**config.mk**
```make
export PLATFORM = sky130hd
export DESIGN_NAME = sd_cmd_tx
export DESIGN_NICKNAME = d
export VERILOG_FILES = /design/src/rtl/sd_cmd_tx.sv
export SDC_FILE = /design/constraint.sdc
export NUM_CORES = 1
export LEC_CHECK = 0
export BUFFER_PORTS_ARGS = -buffer_cell sky130_fd_sc_hd__clkbuf_2
export CORE_AREA = 2 2 91 93
export CTS_CLUSTER_DIAMETER = 30
export DETAILED_ROUTE_END_ITERATION = 16
export DIE_AREA = 0 0 93 95
export PLACE_DENSITY = 0.61
export SYNTH_ARGS = -nofsm -noshare
export SYNTH_HDL_FRONTEND = slang
export SYNTH_SLANG_ARGS = --single-unit
```
**constraint.sdc**
```tcl
create_clock -name clk -period 1.99 [get_ports clk]
set_input_delay 0 -clock clk [delete_from_list [all_inputs] [get_ports clk]]
set_output_delay 0 -clock clk [all_outputs]
set_load 0.01 [all_outputs]
```
**src/rtl/sd_cmd_tx.sv**
```systemverilog
// sd_cmd_tx: serialises one 48-bit SD command frame onto CMD, one bit per tick, then drives the N_CC gap.
// Define SD_CMD_CRC7_EN to generate CRC7 internally; otherwise bits 7..1 come from crc_in.
module sd_cmd_tx #(
    parameter int GAP_TICKS = 8
) (
    input  logic        clk,
    input  logic        reset,
    input  logic        tick,
    input  logic        start,
    input  logic [5:0]  cmd_index,
    input  logic [31:0] cmd_arg,
    input  logic [6:0]  crc_in,
    output logic        ready,
    output logic        busy,
    output logic        done,
    output logic        sd_cmd_out,
    output logic        sd_cmd_oe
);
    localparam logic [1:0] IDLE = 2'd0, ARMED = 2'd1, SEND = 2'd2, GAP = 2'd3;

    logic [1:0]  state;
    logic [47:0] frame;
    logic [5:0]  bit_cnt;
    logic [7:0]  gap_cnt;
    logic        tx_bit;
    logic        shifting;

    assign shifting = tick && (state == ARMED || state == SEND);

`ifdef SD_CMD_CRC7_EN
    logic [6:0] crc;
    logic       crc_phase;
    logic       fb;
    assign crc_phase = bit_cnt != 6'd0 && bit_cnt < 6'd8;
    assign fb        = frame[47] ^ crc[6];
    assign tx_bit    = crc_phase ? crc[6] : frame[47];

    // Bits 47..8 feed the LFSR as they go out; bits 7..1 drain it MSB first.
    always_ff @(posedge clk or posedge reset) begin
        if (reset)
            crc <= '0;
        else if (state == IDLE && start)
            crc <= '0;
        else if (shifting && bit_cnt >= 6'd8)
            crc <= {crc[5:0], 1'b0} ^ {3'b0, fb, 2'b0, fb};
        else if (shifting && crc_phase)
            crc <= {crc[5:0], 1'b0};
    end
`else
    assign tx_bit = frame[47];
`endif

    always_ff @(posedge clk or posedge reset) begin
        if (reset) begin
            state      <= IDLE;
            frame      <= '0;
            bit_cnt    <= '0;
            gap_cnt    <= '0;
            ready      <= 1'b1;
            busy       <= 1'b0;
            done       <= 1'b0;
            sd_cmd_out <= 1'b1;
            sd_cmd_oe  <= 1'b0;
        end else begin
            done <= 1'b0;
            case (state)
                IDLE: if (start) begin
                    // A tick coincident with acceptance is deliberately not consumed.
                    state   <= ARMED;
                    frame   <= {1'b0, 1'b1, cmd_index, cmd_arg, crc_in, 1'b1};
                    bit_cnt <= 6'd47;
                    ready   <= 1'b0;
                    busy    <= 1'b1;
                end
                ARMED, SEND: if (tick) begin
                    state      <= bit_cnt == 6'd0 ? GAP : SEND;
                    sd_cmd_oe  <= 1'b1;
                    sd_cmd_out <= tx_bit;
                    frame      <= {frame[46:0], 1'b0};
                    bit_cnt    <= bit_cnt == 6'd0 ? 6'd0 : bit_cnt - 6'd1;
                    gap_cnt    <= '0;
                end
                GAP: if (tick) begin
                    if (gap_cnt == 8'(GAP_TICKS)) begin
                        state      <= IDLE;
                        sd_cmd_oe  <= 1'b0;
                        sd_cmd_out <= 1'b1;
                        done       <= 1'b1;
                        ready      <= 1'b1;
                        busy       <= 1'b0;
                    end else begin
                        gap_cnt    <= gap_cnt + 8'd1;
                        sd_cmd_out <= 1'b1;
                    end
                end
            endcase
        end
    end
endmodule

```
# Word-level counts from Yosys, hierarchy flattened
# Index checks and enable logic that the tools add are counted.
# W data, S select, Z words.
totals:
  regBits: 69
  elab_cells: 64
op_classes:
  add_sub_neg: 2
  eq_ne: 9
  mux: 32
  n_reduce_logical: 12
op_table:
  columns: ["operator", "n"]
  rows:
  - ["$mux W48", 2]
  - ["$pmux W48 S2", 1]
  - ["$mux W8", 3]
  - ["$mux W6", 3]
  - ["$pmux W8 S2", 1]
  - ["$reduce_and A4 Y1", 4]
  - ["$mux W1", 12]
  - ["$pmux W6 S2", 1]
  - ["$ne A2 B2 Y1 const B", 5]
  - ["$add A8 B1 Y8 const B", 1]
  - ["$eq A8 B4 Y1 const B", 1]
  - ["$mux W2", 4]
  - ["$pmux W1 S2", 4]
  - ["$logic_not A6 Y1", 1]
  - ["$pmux W2 S3", 1]
  - ["$reduce_and A3 Y1", 2]
  - ["$reduce_bool A2 Y1", 3]
  - ["$sub A6 B1 Y6 const B", 1]
  - ["$eq A2 B2 Y1 const B", 2]
  - ["$eq A2 B1 Y1 const B", 1]
  - ["$logic_not A2 Y1", 1]
  - ["$reduce_or A2 Y1", 1]

# Depth between registers and ports, before layout
# Gate-level depths: netlist (run 1).
logic_depth:
  depth_word: 4
  ltp_mapped: 8
  ltp_nobuf: 6

# Least setup slack after synthesis (run 1)
# No wires, ideal clock.
synth_timing:
  path_type: "reg2reg"
  startpoint: "register state[0]"
  endpoint: "register frame[21]"
  setup_time_ns: 0.126
  arrival_ns: 1.667
  required_ns: 1.864
  setup_slack_ns: 0.197
  stages_incl_launch_ff: 9
  synth_period_minus_slack_ns: 1.793
  cell_sequence: "dfrtp_1 > inv_1 > ha_1 > mux2_4 > nand2_2 > buf_6 > buf_6 > nor3b_1 > a221o_1"
synth_via:
  elab_chain_len: 4
synth_lines:
  columns: ["item", "line", "text"]
  rows:
  - ["start: declaration", "21", "logic [1:0] state;"]
  - ["start signal: assignment", "76", "state <= bit_cnt == 6'd0 ? GAP : SEND;"]
  - ["$eq A2 B1 Y1 / $eq A2 B2 Y1 (equally long branches)", "66", "case (state)"]
  - ["$reduce_or A2 Y1", "66", null]
  - ["$ne A2 B2 Y1 (no line) / $reduce_bool A2 Y1 (equally long branches)", null, null]
  - ["$reduce_and A3 Y1 (no line)", null, null]
  - ["end signal: assignment", "70", "frame <= {1'b0, 1'b1, cmd_index, cmd_arg, crc_in, 1'b1};"]
  - ["end signal: assignment", "79", "frame <= {frame[46:0], 1'b0};"]
  - ["end: declaration", "22", "logic [47:0] frame;"]
# Parallel ways exist; a longest one is shown, timed or not.
# A chain may end at the register's enable or synchronous reset.

# Final worst setup path (run 1)
layout_timing:
  startpoint: "register state[1]"
  endpoint: "register frame[41]"
# The elaborated chain is that of the path after synthesis.

==> results of run 1 <==
## cells by family after synthesis
| kind of cell | share of synthesized area [%] |
|---|---|
| AO/OA/AOI/OAI | 22.1 |
| XOR/XNOR | 0.518 |
| adder cells (fa/ha/maj) | 2.22 |
| buffers and inverters | 5.73 |
| flip-flops | 51.1 |
| multiplexers | 1.04 |
| AND/OR/NAND/NOR | 17.2 |
## cell type report
class / count / share of cell area [%]
clock buffer: 10 / 3.45
clock inverter: 5 / 0.689
inverter: 11 / 1.03
multi-input combinational: 194 / 37.1
sequential: 69 / 43.3
tap: 105 / 3.29
timing repair buffer: 68 / 11.2
## power breakdown
group	switching [mW]	internal, mW
combinational	1.77	1.57
clock	0.496	0.470
sequential	0.342	1.99
## critical path, cell delays in order (launching register included)
cell,delay [ns]
dfrtp_1,0.39
inv_1,0.08
ha_4,0.29
mux2_4,0.32
nand2_4,0.12
buf_12,0.20
nor3b_1,0.08
a221o_1,0.29
## placed cells by master, fill, tap and decap left out, drive strengths merged, types with 3 or more instances in the layout
cell / instances
ha: 6
nor2: 10
a21oi: 9
dfrtp: 67
clkinv: 4
inv: 11
a22o: 3
clkbuf: 63
a221o: 45
nor3b: 46
o21ai: 14
nand4: 3
nand3: 6
buf: 13
nand2: 18
## per-stage QoR
step                utilization (%)  cell area, sq um  hold slack, ns  total power [mW]
floorplan                         -              3380           0.171              4.84
global placement               47.9              3800          0.0930              5.56
detailed placement             47.9              3800          0.0926              5.68
CTS                            50.3              3980          0.0452              6.68
global route                   50.4              3990          0.0700              7.19
finish                         50.4              3990          0.0597              6.64
## state kept, by name, indices dropped and copies added, names as in the netlist
signal and flops:
gap_cnt 8, sd_cmd_oe 1, sd_cmd_out 1, bit_cnt 6, state 2, ready 1, frame 48, done 1
busy 1
## worst max-delay path by stage
stage | to | cells after the start | from | slack (ns)
6_report | frame[41] | 7 | state[1] | 0.09
5_1_grt | frame[41] | 7 | state[1] | 0.02
4_1_cts | frame[41] | 7 | state[1] | 0.06
3_5_place_dp | frame[41] | 7 | state[1] | 0.07
3_3_place_gp | frame[37] | 7 | state[1] | 0.12
2_1_floorplan | frame[21] | 8 | state[0] | 0.20
## metal layers
layer  GRT usage, %  wire length (microns)  up-vias  part of all wire (%)
li1               -                      -     1256                     -
met1           24.3                   3510     1227                    49
met2           26.9                   3330       47                    47
met3           2.87                    219        8                   3.1
met4           6.25                     92        0                   1.3
met5              0                      0        -                     0
## timing repair
| action | CTS | global route |
|---|---|---|
| endpoints found under the hold margin | 68 | 0 |
| gates resized for setup | 0 | 1 |
| endpoints found under the setup margin | 0 | 22 |
| hold buffers | 2 | 0 |
==> flow_summary.yaml, run 1 <==
layout:
  fillers: 743
  multi_input_area_sq_um: 1480
  area_growth_pct: 18.1
  regArea_sq_um: 1730
  drive_gt1_share_pct: 25.2
  finalNetCount: 408
  layout.cells.non_filler: 462
  diodes: 0
global_routing:
  grt_antenna_before_repair: 0
  gr-total-overflow: 0
  grt_pass1_wl_mm: 12.1
  groute.usage.overall_pct: 17.3
  grt_max_degree: 70
  first_global_vias: 2466
setup_path:
  reg2reg_to: "frame[41]"
  path_class: "reg -> reg"
  reg2reg_from: "state[1]"
  endpoint_kind: "flop"
  r2r_cells: 7
  worstSetupStartpointType: "flop"
  critPathMaxFanout: 39
  reg2reg_slack_ns: 0.09
  critical_path_arrival_ns: 2.11
  crit_required_ns: 2.20
synth:
  yosysSeqAreaShare_pct: 51.1
  syn_area_sq_um: 3380
  synthCells: 301
  synth.distinct_cells: 46
  synthesis.nets: 356
  yosys.area.top_type: "dfrtp_1"
  ys_top_cells_by_area: "dfrtp_1 (50%), a221o_1 (13%), nor3b_1 (10%)"
  synthTopCellsByCount: "dfrtp_1 (67), nor3b_1 (46), a221o_1 (45)"
  synth_async_sr_flop_share_pct: 100
  synth_seq_cells: 69
  yosysMostFrequentCell: "dfrtp_1"
  synth_edf_count: 0
  synth_flop_cell: "dfrtp_1"
  yosysWarnings: 0
  yosys.area.top_type_share_pct: 49.6
  avgSynthCellArea_sq_um: 11.2
cts:
  clkTransAtPathRegs_ns: 0.07
  insertion_delay_ns: 0.33
  tritoncts: "built"
  cts_root_buf: "clkbuf_8"
  clk_path_buf_depth: 2
  numCtsBuffers: 9
  cts_setup_buffers: 0
  htreeDepth: 3
  cts.sink_count: 69
worst_hold_path:
  hold_end: "frame[35]"
  hold_path_depth: 3
  hp-class: "in -> reg"
  worstHoldStart: "cmd_arg[27]"
place:
  detailed_place_hpwl_mm: 4.70
  placed_cells: 445
  pre_cts_slack_ns: 0.0672
  io_buffers: 53
  place.gp.congestion: 0.776
routing:
  first_iter_violations: 88
  drc: 0
  drtAntennaViolNets: 0
  drtPass1Iterations: 4
  postRouteWirelength_mm: 7.15
  wire_per_inst_microns: 15.5
  vias_per_cell: 5.49
  vias: 2538
timing:
  rsz0062_at_grt: "no"
  fin_tns_setup_ns: 0
  period_share_pct: 95.3
  worst_pin_slew_ns: 0.375
  fin_crit_ns: 1.90
  slew_headroom_pct: 75.0
  hold_viol: 0
  fin_ws_ns: 0.0936
  setup_viol: 0
  fmax_mhz: 527
  drv_slew: 0
  clock_skew_ns: 0.00787
pwr:
  power_density_nw_per_um2: 1660
  p_leak_nw: 1.74
  ir_drop_uv: 1120
floorplanning:
  ios: 54
  fp.dieW_microns: 93
  fp.dieH_microns: 95
  placementRows: 33
  die_area_sq_um: 8840
  core-area_sq_um: 7930
  start_util_pct: 42.7
job:
  drv_cap: 0
status:
  status: "finished clean"
No activity file was read; power rests on OpenSTA's default activity.
==> inputs of run 2 (changes only) <==
--- a/config.mk
+++ b/config.mk
@@ -6,11 +6,11 @@
 export NUM_CORES = 1
 export LEC_CHECK = 0
 export BUFFER_PORTS_ARGS = -buffer_cell sky130_fd_sc_hd__clkbuf_2
-export CORE_AREA = 2 2 91 93
+export CORE_AREA = 2 2 78 109
 export CTS_CLUSTER_DIAMETER = 30
 export DETAILED_ROUTE_END_ITERATION = 16
-export DIE_AREA = 0 0 93 95
-export PLACE_DENSITY = 0.61
+export DIE_AREA = 0 0 80 111
+export PLACE_DENSITY = 0.6
 export SYNTH_ARGS = -nofsm -noshare
 export SYNTH_HDL_FRONTEND = slang
 export SYNTH_SLANG_ARGS = --single-unit
==> run 2 against run 1 <==
Via count rose by 4.1%. Flip-flop and latch count is the same. Final area is 3.7% higher. Register-to-register slack better by 0.03 ns. Critical endpoint is now frame[23].
==> flow_summary.yaml, run 2 (synthesized netlist as in run 1, its figures left out) <==
layout:
  largest-register: "frame"
  area_growth_pct: 22.5
  regArea_sq_um: 1730
  layout_commonest_cell: "dfrtp_1"
  multi_input_area_sq_um: 1490
  largest_reg_flops: 48
  layout.cells.non_filler: 462
  finalNetCount: 410
  diodes: 0
  fillers: 746
  top_regs: "frame x48, gap_cnt x8, bit_cnt x6"
  layout_common_cells: "dfrtp_1 (67), clkbuf_2 (53), nor3b_1 (46)"
  design_area_sq_um: 4140
  drive_gt1_share_pct: 26.1
timing:
  period_share_pct: 93.7
  fin_crit_ns: 1.86
  setup_viol: 0
  fin_ws_ns: 0.126
  drv_slew: 0
  rsz0062_at_grt: "no"
  clock_skew_ns: 0.00580
  hold_viol: 0
  fmax_mhz: 536
  slew_headroom_pct: 59.0
  fin_tns_setup_ns: 0
  worst_pin_slew_ns: 0.614
  whs_ns: 0.0168
cts:
  insertion_delay_ns: 0.33
  cts_root_buf: "clkbuf_16"
  clk_path_buf_depth: 2
  htreeDepth: 3
  numCtsBuffers: 9
  cts.sink_count: 69
  clkTransAtPathRegs_ns: 0.05
  tritoncts: "built"
routing:
  wire_per_inst_microns: 15.9
  drtAntennaViolNets: 0
  first_iter_violations: 119
  postRouteWirelength_mm: 7.34
  drtPass1Iterations: 4
  drc: 0
  vias_per_cell: 5.72
  vias: 2643
floorplanning:
  die_area_sq_um: 8880
  ios: 54
  start_util_pct: 42.3
  fp.dieH_microns: 111
  core-area_sq_um: 8000
  placementRows: 39
  fp.dieW_microns: 80
place:
  place.gp.congestion: 0.736
  pre_cts_slack_ns: 0.0641
  placed_cells: 442
  detailed_place_hpwl_mm: 4.69
  io_buffers: 53
  placed_area_sq_um: 3780
global_routing:
  groute.usage.overall_pct: 17.7
  grt_pass1_wl_mm: 12.5
  first_global_vias: 2682
  grt_antenna_before_repair: 0
  grt_max_degree: 40
  gr-total-overflow: 0
setup_path:
  max_stage_delay_ns: 0.37
  r2r_cells: 7
  reg2reg_slack_ns: 0.13
  reg2reg_from: "state[0]"
  path_cells: "inv_1, ha_4, mux2_4, nand2_8, buf_12, nor3b_1, a221o_1"
  reg2reg_to: "frame[23]"
  critical_path_arrival_ns: 2.07
  critPathSlowestCell: "dfrtp_1"
  critPathMaxFanout: 31
  endpoint_kind: "flop"
  worstSetupStartpointType: "flop"
  crit_required_ns: 2.20
  path_class: "reg -> reg"
worst_hold_path:
  hold_path_depth: 4
  hp-class: "in -> reg"
  worstHoldStart: "start"
  hold_end: "ready"
job:
  drv_cap: 0
pwr:
  power_density_nw_per_um2: 1760
  p_leak_nw: 1.81
  ir_drop_uv: 1190
status:
  status: "finished clean"
run 2: cell count changes in the layout (fill, tap and decap cells not counted), sizes merged:
| cell | delta |
|---|---|
| buf | +2 |
| clkbuf | +2 |
| clkinv | -2 |
| clkinvlp | +1 |
| dlygate4sd3 | -1 |
| inv | +1 |
run 2: metrics by stage:
step | power (mW) | utilization [%]
after floorplan | 4.84 | -
after global placement | 5.50 | 47.3
after detailed placement | 5.58 | 47.3
after CTS | 7.11 | 51.0
after global routing | 7.82 | 51.8
final | 7.27 | 51.8
run 2: what timing repair did:
action | 4_1_cts | 5_1_grt
buffers inserted | 0 | 2
gates resized for setup | 0 | 3
endpoints found under the hold margin | 26 | 0
setup endpoints to repair | 0 | 31
hold buffers | 1 | 0
run 2: layout make-up:
class / instances / area share, %
Sequential cell: 69 / 41.8
Multi-Input combinational cell: 194 / 36.0
Timing Repair Buffer: 70 / 11.3
Clock buffer: 11 / 6.10
Tap cell: 102 / 3.08
Inverter: 11 / 0.997
Clock inverter: 5 / 0.816
run 2: where the power goes:
part / internal (mW) / switching, mW
combinational: 1.63 / 1.81
sequential: 1.99 / 0.348
clock: 0.909 / 0.577
run 2: critical path, delay by kind of cell, from the launching register on:
| kind | cells | cell delay (ns) |
|---|---|---|
| adder cells (fa/ha/maj) | 1 | 0.30 |
| AND/OR/NAND/NOR | 2 | 0.19 |
| flip-flops | 1 | 0.37 |
| multiplexers | 1 | 0.34 |
| buffers and inverters | 2 | 0.26 |
| AO/OA/AOI/OAI | 1 | 0.27 |
run 2: metal layers:
| layer | global-route usage, % | vias up | part of all wire, % |
|---|---|---|---|
| met1 | 24.1 | 1309 | 45 |
| met4 | 8.14 | 0 | 2.7 |
| li1 | - | 1268 | - |
| met5 | 0 | - | 0 |
| met3 | 3.18 | 15 | 3.5 |
| met2 | 27.2 | 51 | 49 |
run 2: worst max path at each step:
stage	start	end	slack, ns	depth (start not counted)
after floorplan	state[0]	frame[21]	0.20	8
after global placement	state[0]	frame[31]	0.12	7
after detailed placement	state[0]	frame[36]	0.06	7
after CTS	state[0]	frame[31]	0.05	7
after global routing	state[1]	frame[23]	0.05	7
final	state[0]	frame[23]	0.13	7
